===== config.mk =====
export PLATFORM = sky130hd
export DESIGN_NAME = serial_word_adder_flat
export DESIGN_NICKNAME = d
export VERILOG_FILES = /design/src/rtl/serial_word_adder_if.sv /design/src/rtl/serial_word_adder.sv /design/src/flat_wrapper.sv
export SDC_FILE = /design/constraint.sdc
export NUM_CORES = 1
export LEC_CHECK = 0
export CAP_MARGIN = 20
export CORE_UTILIZATION = 49
export DETAILED_ROUTE_END_ITERATION = 7
export PLACE_DENSITY = 0.88
export SLEW_MARGIN = 20
export SYNTH_ARGS = -nofsm -noshare
export SYNTH_HDL_FRONTEND = slang
export SYNTH_SLANG_ARGS = --single-unit

===== constraint.sdc =====
create_clock -name clk -period 8 [get_ports clk]
set_clock_uncertainty 0.15 [all_clocks]
set_input_delay 2 -clock clk [delete_from_list [all_inputs] [get_ports clk]]
set_output_delay 2 -clock clk [all_outputs]
set_load 0.01 [all_outputs]

===== src/rtl/serial_word_adder_if.sv =====
// Handshake and data bundle for serial_word_adder: operand input channel,
// result output channel and the busy status flag.
interface serial_word_adder_if #(
  parameter int NUM_BYTES = 4
);
  localparam int W = 8 * NUM_BYTES;

  logic         in_valid;
  logic         in_ready;
  logic [W-1:0] a;
  logic [W-1:0] b;
  logic         cin;
  logic         out_valid;
  logic         out_ready;
  logic [W-1:0] sum;
  logic         cout;
  logic         ovf;
  logic         busy;

  modport master (
    output in_valid, a, b, cin, out_ready,
    input  in_ready, out_valid, sum, cout, ovf, busy
  );

  modport slave (
    input  in_valid, a, b, cin, out_ready,
    output in_ready, out_valid, sum, cout, ovf, busy
  );
endinterface


===== src/rtl/serial_word_adder.sv =====
// Byte-serial W-bit adder: one 8-bit slice is reused once per byte, so a
// result appears NUM_BYTES cycles after the operands are accepted.
module serial_word_adder #(
  parameter int NUM_BYTES = 4
) (
  input  logic          clk,
  input  logic          rst_n,
  serial_word_adder_if.slave sif
);
  localparam int IDX_W = $clog2(NUM_BYTES);
  localparam logic [IDX_W-1:0] LAST_IDX = IDX_W'(NUM_BYTES - 1);

  typedef enum logic [1:0] {
    IDLE = 2'd0,
    ADD  = 2'd1,
    DONE = 2'd2
  } state_e;

  typedef logic [NUM_BYTES-1:0][7:0] word_t;

  state_e           state_q, state_d;
  word_t            a_q, a_d;
  word_t            b_q, b_d;
  word_t            sum_q, sum_d;
  logic             carry_q, carry_d;
  logic             cout_q, cout_d;
  logic             ovf_q, ovf_d;
  logic [IDX_W-1:0] idx_q, idx_d;

  logic [7:0]       slice_a;
  logic [7:0]       slice_b;
  logic [7:0]       slice_sum;
  logic             slice_co;

  // The single byte-slice adder shared by every byte position.
  always_comb begin : byte_slice
    slice_a = a_q[idx_q];
    slice_b = b_q[idx_q];
    {slice_co, slice_sum} = {1'b0, slice_a} + {1'b0, slice_b} + 9'(carry_q);
  end

  always_comb begin : next_state
    // NOTE: every _d takes its _q value first, so branches that do not
    // touch a signal hold it instead of inferring a latch.
    state_d = state_q;
    a_d     = a_q;
    b_d     = b_q;
    sum_d   = sum_q;
    carry_d = carry_q;
    cout_d  = cout_q;
    ovf_d   = ovf_q;
    idx_d   = idx_q;

    case (state_q)
      IDLE: begin
        if (sif.in_valid) begin
          a_d     = sif.a;
          b_d     = sif.b;
          carry_d = sif.cin;
          idx_d   = '0;
          state_d = ADD;
        end
      end

      ADD: begin
        sum_d[idx_q] = slice_sum;
        carry_d      = slice_co;
        if (idx_q == LAST_IDX) begin
          cout_d  = slice_co;
          // Same-sign operands whose result sign differs overflowed.
          ovf_d   = (a_q[NUM_BYTES-1][7] == b_q[NUM_BYTES-1][7]) &&
                    (slice_sum[7] != a_q[NUM_BYTES-1][7]);
          idx_d   = '0;
          state_d = DONE;
        end else begin
          idx_d = idx_q + IDX_W'(1);
        end
      end

      DONE: begin
        if (sif.out_ready) begin
          state_d = IDLE;
        end
      end

      default: state_d = IDLE;
    endcase
  end

  // NOTE: the operand registers are reset along with the rest so the whole
  // state lives in one async-reset block and nothing powers up as X.
  always_ff @(posedge clk or negedge rst_n) begin
    if (!rst_n) begin
      state_q <= IDLE;
      a_q     <= '0;
      b_q     <= '0;
      sum_q   <= '0;
      carry_q <= 1'b0;
      cout_q  <= 1'b0;
      ovf_q   <= 1'b0;
      idx_q   <= '0;
    end else begin
      // NOTE: non-blocking assignments here so every flop samples the
      // pre-edge values computed above, independent of statement order.
      state_q <= state_d;
      a_q     <= a_d;
      b_q     <= b_d;
      sum_q   <= sum_d;
      carry_q <= carry_d;
      cout_q  <= cout_d;
      ovf_q   <= ovf_d;
      idx_q   <= idx_d;
    end
  end

  assign sif.in_ready  = (state_q == IDLE);
  assign sif.out_valid = (state_q == DONE);
  assign sif.busy      = (state_q != IDLE);
  assign sif.sum       = sum_q;
  assign sif.cout      = cout_q;
  assign sif.ovf       = ovf_q;
endmodule


===== src/flat_wrapper.sv =====
// flat-port wrapper written by rule: the top's interface ports become plain ports
module serial_word_adder_flat 
#(
  parameter int NUM_BYTES = 4
)
  (clk, rst_n, sif_in_valid, sif_a, sif_b, sif_cin, sif_out_ready, sif_in_ready, sif_out_valid, sif_sum, sif_cout, sif_ovf, sif_busy);
  serial_word_adder_if #(.NUM_BYTES(NUM_BYTES)) sif_i ();
  input  logic clk;
  input  logic rst_n;
  input wire logic [$bits(sif_i.in_valid)-1:0] sif_in_valid;
  input wire logic [$bits(sif_i.a)-1:0] sif_a;
  input wire logic [$bits(sif_i.b)-1:0] sif_b;
  input wire logic [$bits(sif_i.cin)-1:0] sif_cin;
  input wire logic [$bits(sif_i.out_ready)-1:0] sif_out_ready;
  output wire logic [$bits(sif_i.in_ready)-1:0] sif_in_ready;
  output wire logic [$bits(sif_i.out_valid)-1:0] sif_out_valid;
  output wire logic [$bits(sif_i.sum)-1:0] sif_sum;
  output wire logic [$bits(sif_i.cout)-1:0] sif_cout;
  output wire logic [$bits(sif_i.ovf)-1:0] sif_ovf;
  output wire logic [$bits(sif_i.busy)-1:0] sif_busy;
  assign sif_i.in_valid = sif_in_valid;
  assign sif_i.a = sif_a;
  assign sif_i.b = sif_b;
  assign sif_i.cin = sif_cin;
  assign sif_i.out_ready = sif_out_ready;
  assign sif_in_ready = sif_i.in_ready;
  assign sif_out_valid = sif_i.out_valid;
  assign sif_sum = sif_i.sum;
  assign sif_cout = sif_i.cout;
  assign sif_ovf = sif_i.ovf;
  assign sif_busy = sif_i.busy;
  serial_word_adder #(.NUM_BYTES(NUM_BYTES)) u_core (.clk(clk), .rst_n(rst_n), .sif(sif_i));
endmodule

==> out/qor.yml, run 1 <==
core_area_sq_mm: 0.00928
synth_top_area_frac: 0.545
area_growth_pct: 27.2
netlist_top_cells_count: "nand2_1 (228), dfrtp_1 (103), o21ai_0 (26), mux4_2 (16), nor2_1 (13)"
layout_min_cycle_time_ps: 3990
crit_chain: "mux4_2, fa_1, fa_1, a21o_1, a21oi_1, o21ai_0, a221oi_1, o21ai_0"
grt_pass1_wl_um: 17600
maxCapViolCount: 0
die-area_sq_mm: 0.0100
ys_seq_area_frac: 0.545
grt_pass1_vias: 3703
ant_nets: 0
yosysMostFrequentCell: "nand2_1"
grt_usage: 0.229
cts_max_path_buffers: 2
cp_top_family: "compound AO/OA/AOI/OAI gates"
seq_area_sq_mm: 0.00258
overflow: 0
instances_no_fill: 710
post-dp-hpwl_um: 7610
p_leak_nw: 2.90
insertion_delay_ps: 350
fin_crit_sh: 0.498
drt_pass1_iterations: 4
rsz0062_at_grt: "false"
cts.repair.resized: 0
critPathArrivalTime_ps: 4040
fp.dieH_um: 100
relSlewSlack: 0.415
cts_buffers: 9
port_buffers: 105
synthCells: 484
ys_warn_count: 0
rows: 35
die_w_um: 100
fmax_mhz: 251
status: "finished clean"
pwr_density_cell_mw_per_mm2: 462
num_io_pins: 106
finalMaxSlewViolations: 0
hold_buffers: 0
ys.flop_type: "dfrtp_1"
synth_area_leaders: "dfrtp_1 (55%), nand2_1 (18%), mux4_2 (7.6%), ha_1 (2.9%), o21ai_0 (2.8%)"
routed_wl_um: 10600
crit_type: "reg2reg"
peakVddDrop_mv: 0.212
post_drt_wl_per_cell_um: 14.9
antenna_found_initial: 0
finalHoldViolCount: 0
fillers: 754
vias: 3670
cts.sinks: 103
crit_required_ps: 8050
async_reset_ff_frac: 1.00
path_buf_inv: 0
grt_max_degree: 68
yosys_register_bits: 103
path_max_fanout: 19
multiInputGateArea_sq_mm: 0.00201
hold_class: "reg2reg"
clkSlewWorstSetupHoldPaths_ps: 90
diodes: 0
cts_tree: "done"
initial_core_util: 0.509
nNetsFinal: 658
routabilityCongestion: 0.830
synth_largest_area_cell: "dfrtp_1"
dpl.cell_count: 694
cts_setup_buffers: 0
synth-edff-count: 0
synth_cell_types: 35
timing.setup.tns_ps: 0
tightest_slew_ps: 877
end_kind: "register"
avgSynthCellArea_sq_um: 9.76
netlist_area_sq_mm: 0.00473
drtIter0Drc: 189
fin_hold_ws_ps: 328
drc: 0
max_stage_delay_ps: 920
start_kind: "register"
syn-num-nets: 566
layout-drive-gt1-share: 0.0775
cts_root_buf: "clkbuf_8"
htreeDepth: 3
cpMaxStageDelayCell: "dfrtp_1"
viasPerCell: 5.17
setup_viol: 0
-- layout by cell type (no fill, tap or decap), types with 7 or more instances in the layout --
cell             count
clkdlybuf4s50_1    104
nor2_1              13
clkbuf_8            11
o21ai_0             26
nand2_1            227
mux4_2              16
mux2_2               8
nor3_1               7
dfrtp_1            103
ha_1                11
-- worst min-delay path: stages (launching register included) --
cell and delay (ps):
dfrtp_1 350, nand2_1 50, nand2_1 60
-- power by group --
part	switching (mW)	total [mW]	internal, mW
clock	0.166	0.295	0.130
sequential	0.152	0.924	0.772
combinational	0.881	1.56	0.677
total	1.20	2.78	1.58
-- final cells by class --
type,count,share of cell area
clock buffer,13,0.0264
clock inverter,3,0.00291
inverter,5,0.00312
multi-input combinational,350,0.335
sequential,103,0.429
tap,129,0.0269
timing repair buffer,107,0.177
-- per-stage QoR --
step | cell area [sq um] | utilization | setup WS (ps) | total power, mW
detailed placement | 5830 | 0.628 | 3720 | 2.47
finish | 6010 | 0.647 | 4010 | 2.78
global placement | 5830 | 0.628 | 3880 | 2.37
CTS | 6000 | 0.647 | 4090 | 2.77
floorplan | 4730 | - | 4570 | 1.95
global route | 6010 | 0.647 | 3880 | 2.99
-- sequential cells by signal, indices dropped and copies added (netlist names) --
signal and count:
u_core.sif.sum 32, u_core.sif.cout 1, u_core.state_q 2, u_core.carry_q 1
u_core.a_q 32, u_core.b_q 32, u_core.sif.ovf 1, u_core.idx_q 2
-- logic make-up (layout without fill, tap and decap cells) --
| family | Yosys count | after routing | synth area share |
|---|---|---|---|
| flip-flops | 103 | 103 | 0.545 |
| AND/OR/NAND/NOR | 256 | 256 | 0.209 |
| adder cells (fa/ha/maj) | 13 | 13 | 0.0376 |
| buffers and inverters | 31 | 128 | 0.0307 |
| multiplexers | 28 | 28 | 0.104 |
| AO/OA/AOI/OAI | 49 | 49 | 0.0657 |
| XOR/XNOR | 4 | 4 | 0.00741 |
-- final timing paths --
check                                                  from                             end  slack, ps  cells past startpoint
worst min register to register   u_core.b_q[28]$_DFFE_PN0P_      u_core.b_q[28]$_DFFE_PN0P_        330                      2
worst min-delay path             u_core.b_q[28]$_DFFE_PN0P_      u_core.b_q[28]$_DFFE_PN0P_        330                      2
max in group asynchronous                             rst_n  u_core.sif.sum[20]$_DFFE_PN0P_       5090                      2
worst max-delay path            u_core.idx_q[1]$_DFFE_PN0P_      u_core.carry_q$_DFFE_PN0P_       4010                      8
worst max register to register  u_core.idx_q[1]$_DFFE_PN0P_      u_core.carry_q$_DFFE_PN0P_       4010                      8
min in group asynchronous                             rst_n   u_core.sif.sum[9]$_DFFE_PN0P_       1490                      1
-- per-layer routing --
| layer | GRT usage | up-vias | share of wire |
|---|---|---|---|
| li1 | - | 1769 | - |
| met1 | 0.295 | 1763 | 0.42 |
| met2 | 0.386 | 118 | 0.50 |
| met3 | 0.0376 | 20 | 0.047 |
| met4 | 0.0925 | 0 | 0.023 |
| met5 | 0 | - | 0 |
Power figures use the tool's default switching activity.
==> run 2, diff against run 1 <==
Clock period 8 ns to 3.9 ns, I/O delays scaled along.
==> run 2 against run 1 <==
Against the previous run:
- die area is the same
- flip-flop and latch count is the same
- wire length grew 2.6%
- critical endpoint is now u_core.sif.cout$_DFFE_PN0P_
- first-iteration DRC count shrank 11%
- largest power group unchanged
- non-clock buffer count grew 3
==> out/qor.yml, run 2 (synthesis results as in run 1) <==
layout_commonest_cell: "nand2_1"
overflow: 0  # unchanged
rows: 35  # unchanged
rsz0062_at_grt: "false"
start_kind: "register"
reg2reg_to: "u_core.sif.cout$_DFFE_PN0P_"
ant_nets: 0  # unchanged
multiInputGateArea_sq_mm: 0.00201  # about the same
layout_setup_ws_ps: 502  # -3510 ps
fin_crit_sh: 0.871  # +0.373
p_leak_nw: 2.92  # +0.81%
mostFrequentLayoutCells: "nand2_1 (227), clkdlybuf4s50_1 (104), dfrtp_1 (103), o21ai_0 (26), mux4_2 (16)"
final_area_sq_mm: 0.00605  # +0.71%
insertion_delay_ps: 350  # about the same
routed_wl_um: 10900  # +2.6%
antenna_found_initial: 0  # unchanged
cts.sinks: 103  # unchanged
status: "finished clean"
r2r_slack_ps: 500  # -3510 ps
end_kind: "register"
post-route-util: 0.652  # +0.00458
routabilityCongestion: 0.817  # -1.6%
timing.setup.tns_ps: 0  # unchanged
layout-drive-gt1-share: 0.0825  # +0.00502
grt_pass1_wl_um: 18200  # +3.3%
hp-start: "u_core.b_q[20]$_DFFE_PN0P_"
cts_root_buf: "clkbuf_8"
vias: 3709  # +1.1%
post-dp-hpwl_um: 8230  # +8.2%
reg2reg_depth: 8  # unchanged
drc: 0  # unchanged
core_area_sq_mm: 0.00928  # unchanged
clkSlewWorstSetupHoldPaths_ps: 90  # about the same
crit_type: "reg2reg"
fmax_mhz: 294  # +17%
nNetsFinal: 661  # +0.46%
viasPerCell: 5.22  # +0.92%
num_io_pins: 106  # unchanged
maxCapViolCount: 0  # unchanged
diodes: 0  # unchanged
grt_max_degree: 66  # -2.9%
relSlewSlack: 0.496  # +0.0810
finalMaxSlewViolations: 0  # unchanged
die-area_sq_mm: 0.0100  # unchanged
post_drt_wl_per_cell_um: 15.3  # +2.5%
cts_setup_buffers: 0  # unchanged
cp-startpoint: "u_core.idx_q[0]$_DFFE_PN0P_"
hold_buffers: 0  # unchanged
htreeDepth: 3  # unchanged
peakVddDrop_mv: 0.429  # +100%
hold_class: "reg2reg"
fp.dieH_um: 100  # unchanged
cts_tree: "done"
critPathArrivalTime_ps: 3460  # -580 ps
grt_pass1_vias: 3803  # +2.7%
finalHoldViolCount: 0  # unchanged
initial_core_util: 0.509  # unchanged
crit_required_ps: 3960  # -4090 ps
cts.repair.resized: 0  # unchanged
seq_area_sq_mm: 0.00258  # unchanged
tightest_slew_ps: 754  # -123 ps
fillers: 736  # -2.4%
pwr_density_cell_mw_per_mm2: 947  # +100%
layout_min_cycle_time_ps: 3400  # -588 ps
grt_usage: 0.235  # +0.00600
hold_depth: 2  # unchanged
cts_buffers: 9  # unchanged
drtIter0Drc: 169  # -11%
path_max_fanout: 8  # -11
setup_viol: 0  # unchanged
cts_max_path_buffers: 2  # unchanged
holdPathEnd: "u_core.b_q[20]$_DFFE_PN0P_"
drt_pass1_iterations: 4  # unchanged
area_growth_pct: 28.1
die_w_um: 100  # unchanged
place_area_sq_mm: 0.00586  # +0.60%
port_buffers: 105  # unchanged
regToRegStartpoint: "u_core.idx_q[0]$_DFFE_PN0P_"
pre_cts_ws_ps: 554  # -3160 ps
run 2: cell types whose count changed in the layout (fill, tap and decap cells not counted), sizes merged:
cell    delta
bufinv     +1
buf        +3
clkbuf     -3
run 2: power by group:
part | internal (mW) | switching, mW | total, mW
clock | 0.305 | 0.337 | 0.642
combinational | 1.40 | 1.79 | 3.20
sequential | 1.58 | 0.307 | 1.89
run 2: per-layer routing:
metal  global-route usage  wire (um)  vias up
li1                     -          -     1779
met1                0.296       4650     1799
met2                0.416       5600      112
met3               0.0313        415       19
met4               0.0825        224        0
met5                    0          0        -
run 2: critical path, stage by stage, from the launching register on:
cell	delay, ps
dfrtp_1	550
mux4_2	560
fa_1	460
fa_1	430
a21o_1	170
a21oi_1	260
o21ai_0	180
a221oi_1	360
o21ai_0	120
run 2: layout make-up:
class	instances	share of cell area
clock buffers	10	0.0227
clock inverters	4	0.00785
inverters	5	0.00310
multi-input cells	350	0.332
flip-flops and latches	103	0.426
well taps	129	0.0267
repair buffers	110	0.181
run 2: stage by stage:
step	hold slack, ps	cells	power, mW
final	330	711	5.73
after global routing	359	711	6.18
after CTS	329	711	5.74
after detailed placement	309	697	5.08
after global placement	303	697	4.93
after floorplan	290	484	4.00
run 2: worst max-delay path by stage:
stage	end	slack, ps	cells past startpoint
floorplan	u_core.carry_q$_DFFE_PN0P_	470	10
global placement	u_core.sif.cout$_DFFE_PN0P_	580	8
detailed placement	u_core.sif.cout$_DFFE_PN0P_	550	8
CTS	u_core.sif.ovf$_DFFE_PN0P_	520	8
global route	u_core.sif.cout$_DFFE_PN0P_	210	8
finish	u_core.sif.cout$_DFFE_PN0P_	500	8
==> run 3, diff against run 2 <==
Settings changed: CORE_UTILIZATION 49 to 50, GPL_TIMING_DRIVEN set to 0, PLACE_DENSITY 0.88 to 0.89.
==> run 3 against run 2 <==
Against the previous run:
- critical path depth rose by 2
- maximum frequency down 9.8%
- largest power group unchanged
- final area increased by 2.5%
- first-iteration DRC count up 47%
- combinational power is 5% higher
- hold slack gained 0.91 ps
==> out/qor.yml, run 3 (synthesis results as in run 1) <==
vias: 3910  # +5.4%
cts_setup_buffers: 0  # unchanged
area_growth_pct: 31.3
regToRegStartpoint: "u_core.idx_q[1]$_DFFE_PN0P_"
swShare: 0.421  # -0.00432
antenna_found_initial: 0  # unchanged
place_area_sq_mm: 0.00594  # +1.4%
routed_wl_um: 11600  # +6.4%
maxCapViolCount: 0  # unchanged
hold_class: "reg2reg"
port_buffers: 105  # unchanged
cts_tree: "done"
fmax_mhz: 266  # -9.8%
htreeDepth: 3  # unchanged
mostFrequentLayoutCells: "nand2_1 (228), clkdlybuf4s50_1 (104), dfrtp_1 (103), o21ai_0 (26), mux4_2 (16)"
reg2reg_depth: 10  # +2
relSlewSlack: 0.640  # +0.143
crit_required_ps: 3990  # +30 ps
diodes: 0  # unchanged
grt_pass1_wl_um: 19000  # +4.1%
start_kind: "register"
path_max_fanout: 10  # +2
critPathArrivalTime_ps: 3860  # +400 ps
holdPathEnd: "u_core.b_q[20]$_DFFE_PN0P_"
cts_root_buf: "clkbuf_8"
fin_crit_sh: 0.965  # +0.0942
post_drt_wl_per_cell_um: 16.2  # +5.5%
post-dp-hpwl_um: 8640  # +4.9%
path_buf_inv: 2  # +2
drt_pass1_iterations: 4  # unchanged
tightest_slew_ps: 541  # -213 ps
drtIter0Drc: 249  # +47%
finalMaxSlewViolations: 0  # unchanged
p_sw_mw: 2.54  # +4.2%
nNetsFinal: 683  # +3.3%
cp_top_family: "compound AO/OA/AOI/OAI gates"
rows: 35  # unchanged
peakVddDrop_mv: 0.475  # +11%
hp-start: "u_core.b_q[20]$_DFFE_PN0P_"
rsz0062_at_grt: "false"
reg2reg_to: "u_core.carry_q$_DFFE_PN0P_"
viasPerCell: 5.45  # +4.5%
clkSlewWorstSetupHoldPaths_ps: 90  # about the same
cts_max_path_buffers: 2  # unchanged
grt_usage: 0.251  # +0.0161
fp.dieH_um: 99.2  # -0.98%
dpl.cell_count: 701  # +0.57%
layout-drive-gt1-share: 0.0957  # +0.0132
final_area_sq_mm: 0.00621  # +2.5%
drc: 0  # unchanged
p_clk_frac: 0.134  # +0.022
end_kind: "register"
cts.sinks: 103  # unchanged
pre_cts_ws_ps: -130  # -684 ps
cpMaxStageDelayCell: "fa_1"
layout_commonest_cell: "nand2_1"
fillers: 708  # -3.8%
grt_max_degree: 54  # -18%
overflow: 0  # unchanged
initial_core_util: 0.514  # +0.00485
routabilityCongestion: 0.912  # +12%
num_io_pins: 106  # unchanged
max_stage_delay_ps: 460  # -100 ps
core_area_sq_mm: 0.00920  # -0.94%
insertion_delay_ps: 370  # +20 ps
die-area_sq_mm: 0.00984  # -2.0%
finalHoldViolCount: 0  # unchanged
hold_buffers: 0  # unchanged
timing.setup.tns_ps: 0  # unchanged
status: "finished clean"
p_seq_frac: 0.310  # -0.020
layout_min_cycle_time_ps: 3760  # +367 ps
crit_chain: "clkbuf_2, buf_2, mux4_2, fa_1, fa_1, a21o_1, a21oi_1, o21ai_0, a221oi_2, o21ai_0"
hold_depth: 2  # unchanged
crit_type: "reg2reg"
r2r_slack_ps: 140  # -370 ps
combPwrFrac: 0.557  # about the same
cts_buffers: 9  # unchanged
setup_viol: 0  # unchanged
layout_setup_ws_ps: 135  # -367 ps
ant_nets: 0  # unchanged
die_w_um: 99.2  # -0.98%
grt_pass1_vias: 4014  # +5.5%
p_leak_nw: 3.01  # +3.1%
instances_no_fill: 717  # +0.84%
pwr_density_cell_mw_per_mm2: 972  # +2.7%
internal_power_mw: 3.49  # +6.1%
## run 3: cell count changes in the layout (fill, tap and decap cells not counted), moves of 2 or more
cell / before / now
buf_2: 0 / 7
buf_6: 0 / 3
clkbuf_1: 0 / 11
buf_1: 0 / 2
bufinv_16: 1 / 3
## run 3: power by group through the flow
stage                     sequential [mW]  combinational (mW)  clock (mW)
after CTS                            1.86                3.33       0.811
after global placement               1.84                3.12           0
after floorplan                      1.88                2.12           0
after detailed placement             1.89                3.27           0
after global routing                 1.93                3.68       0.850
final                                1.87                3.36       0.806
## run 3: cell type report
type	count	area (sq um)	share of cell area
well taps	111	139	0.0224
clock inverters	5	104	0.0167
multi-input cells	350	2010	0.324
inverters	5	18.8	0.00302
repair buffers	106	1080	0.174
clock buffers	11	141	0.0228
flip-flops and latches	103	2580	0.415
plain buffers	26	138	0.0222
## run 3: per-stage QoR
| stage | total power [mW] | util | hold WS, ps |
|---|---|---|---|
| floorplan | 4.00 | - | 290 |
| finish | 6.03 | 0.675 | 331 |
| global route | 6.46 | 0.675 | 352 |
| detailed placement | 5.15 | 0.646 | 312 |
| CTS | 6.00 | 0.674 | 334 |
| global placement | 4.97 | 0.643 | 303 |
## run 3: how the worst max path moves through the flow
| stage | start | endpoint | slack, ps | cells past startpoint |
|---|---|---|---|---|
| final | u_core.idx_q[1]$_DFFE_PN0P_ | u_core.carry_q$_DFFE_PN0P_ | 140 | 10 |
| after global routing | u_core.idx_q[0]$_DFFE_PN0P_ | u_core.carry_q$_DFFE_PN0P_ | 30 | 10 |
| after CTS | u_core.idx_q[0]$_DFFE_PN0P_ | u_core.carry_q$_DFFE_PN0P_ | 80 | 10 |
| after detailed placement | u_core.idx_q[0]$_DFFE_PN0P_ | u_core.carry_q$_DFFE_PN0P_ | -130 | 10 |
| after global placement | rst_n | u_core.a_q[19]$_DFFE_PN0P_ | -1790 | 1 |
| after floorplan | u_core.idx_q[0]$_DFFE_PN0P_ | u_core.carry_q$_DFFE_PN0P_ | 470 | 10 |
## run 3: worst reg2reg max path: cells and delay by family, from the launching register on
kind	cells	cell delay, ps
buffers and inverters	2	640
adder cells (fa/ha/maj)	2	900
AO/OA/AOI/OAI	5	1160
multiplexers	1	400
flip-flops	1	410
## run 3: layer usage
| layer | GRT usage | vias to the layer above | wire [um] | part of all wire |
|---|---|---|---|---|
| met5 | 0 | - | 0 | 0 |
| met4 | 0.112 | 0 | 269 | 0.023 |
| met3 | 0.0401 | 23 | 666 | 0.058 |
| met2 | 0.435 | 160 | 5920 | 0.51 |
| met1 | 0.311 | 1908 | 4720 | 0.41 |
| li1 | - | 1819 | - | - |
## run 3: repair_timing
item	4_1_cts	5_1_grt
gates resized for setup	3	2
endpoints found under the setup margin	2	2
cloned	0	0
==> RTL change: new RTL, config.mk and constraints of run 1 <==
Make the reset (`rst_n`) synchronous in one clocked block. Comments in the files are not updated.
--- a/src/rtl/serial_word_adder.sv
+++ b/src/rtl/serial_word_adder.sv
@@ -89,7 +89,7 @@
 
   // NOTE: the operand registers are reset along with the rest so the whole
   // state lives in one async-reset block and nothing powers up as X.
-  always_ff @(posedge clk or negedge rst_n) begin
+  always_ff @(posedge clk) begin
     if (!rst_n) begin
       state_q <= IDLE;
       a_q     <= '0;
Formal check against the unedited RTL: differs if rst_n is asserted again (counterexample within 4 cycles, from zero or initial values and one cycle with rst_n low); with rst_n held inactive, the same outputs for 10 cycles.
==> RTL change against run 1 <==
Worst setup slack better by 0.18 ns; non-clock buffer count unchanged; cell count up 0.42%; synthesized area down 7.6%; die area down 7.4%; register-to-register slack better by 0.46 ns; wire length down 1.9%; design area down 6.6%; sequential cell count unchanged.
Power is not compared: it rests on default switching activity, and its combinational part moved more than twofold at a synthesized area within 25%.
==> RTL change: results (changes against run 1) <==
stage,metric,value,unit,change
cells_and_area,drive_gt1_share,6.94,%,-0.80 points
sta,min_period,3.80,ns,-0.184 ns
synthesis,seq_area_frac_synth,47.2,%,-7.3 points
global_routing,grt_pass1_vias,3724,,+0.57%
sta,hold_slack,0.307,ns,-0.0211 ns
synthesis,synth-warning-count,0,,unchanged
routing,wire_per_inst,14.6,um,-2.3%
synthesis,synth_xor_area_share,0.802,%,+0.061 points
synthesis,synthDistinctLibCells,37,,+5.7%
synthesis,ys.flop_type,dfxtp_1,,
sta,maxSlewHeadroom,32.7,%,-8.8 points
routing,vias_per_cell,5.44,,+5.2%
hold_path,hold_start,u_core.a_q[21],,
synthesis,ys_top_cells_by_count,"nand2_1 (174), dfxtp_1 (103), a21oi_1 (91)",,
worst_setup_path,r2r_start,u_core.idx_q[1],,
synthesis,synth_compound_area_share,15.4,%,+8.8 points
placement,place_area,5440,um2,-6.7%
synthesis,synthMuxAreaShare,8.48,%,-1.9 points
placement,dpl.hpwl,7600,um,about the same
routing,drt_wl_total,10400,um,-1.9%
placement,gp_congestion,0.849,,+2.3%
global_routing,grt_pass1_wl,17000,um,-3.4%
placement,preCtsSetupSlack,3.79,ns,+0.0692 ns
placement,place_inst,698,,+0.58%
synthesis,synth_nets,599,,+5.8%
worst_setup_path,critical_path_required,5.85,ns,-2.20 ns
global_routing,grtUsageMet1,29.4,%,-0.17 points
worst_setup_path,path_max_fanout,5,,-14
global_routing,grt_max_degree,81,,+19%
global_routing,track_usage,23.9,%,+1.1 points
worst_setup_path,r2r-end,u_core.sif.sum[23],,
synthesis,synthAdderAreaFrac,4.07,%,+0.31 points
synthesis,syn_avg_cell_area,8.45,um2,-13%
outcome,status,"complete, no violations",,
routing,first_pass_iters,5,,+1
power_and_ir_drop,p_int,745,uW,
hold_path,hold_end,u_core.a_q[21],,
worst_setup_path,ff2ff_path_depth,7,,-1
clock_network,post_cts_buffers,0,,unchanged
cells_and_area,fillCellCount,714,,-5.3%
global_routing,use_met3,4.46,%,+0.70 points
global_routing,grtUsageMet2,39.5,%,+0.92 points
RTL change: changes by cell type in the layout (fill, tap and decap cells not counted), moves of 8 or more:
cell      before  now
a21oi_1        3   91
mux2_2         8    0
o21ai_0       26    5
nand2_1      227  173
a211oi_1       3   11
dfrtp_1      103    0
dfxtp_1        0  103
RTL change: metal layers:
layer	share of wire [%]	wire length [um]	vias up
li1	-	-	1912
met3	5.0	525	26
met1	43	4440	1801
met4	3.4	358	0
met5	0	0	-
met2	49	5090	138
RTL change: worst max-delay path: stages (launching register included):
cell and delay, ns:
dfxtp_1 0.36, nor2_1 0.32, clkdlybuf4s50_1 0.62
RTL change: worst max path at each step:
stage / from / end
3_3_place_gp: sif_in_valid / u_core.carry_q
5_1_grt: u_core.state_q[1] / sif_in_ready
4_1_cts: sif_in_valid / u_core.carry_q
3_5_place_dp: sif_in_valid / u_core.carry_q
6_report: u_core.state_q[1] / sif_in_ready
2_1_floorplan: u_core.idx_q[0] / u_core.sif.sum[28]
RTL change: area by class of cell:
cell class | count | area (um2) | area share (%)
multi-input combinational | 372 | 2150 | 38.3
sequential | 103 | 2060 | 36.7
timing repair buffer | 107 | 1070 | 19.0
clock buffer | 12 | 155 | 2.76
tap | 108 | 135 | 2.41
inverter | 8 | 30.0 | 0.535
clock inverter | 3 | 18.8 | 0.334
RTL change: power groups by stage:
stage / clock network [mW] / registers, mW / logic (mW)
global placement: 0 / 0.561 / 0.157
finish: 0.292 / 0.551 / 0.164
global route: 0.316 / 0.554 / 0.180
CTS: 0.297 / 0.551 / 0.164
detailed placement: 0 / 0.563 / 0.163
floorplan: 0 / 0.560 / 0.0953
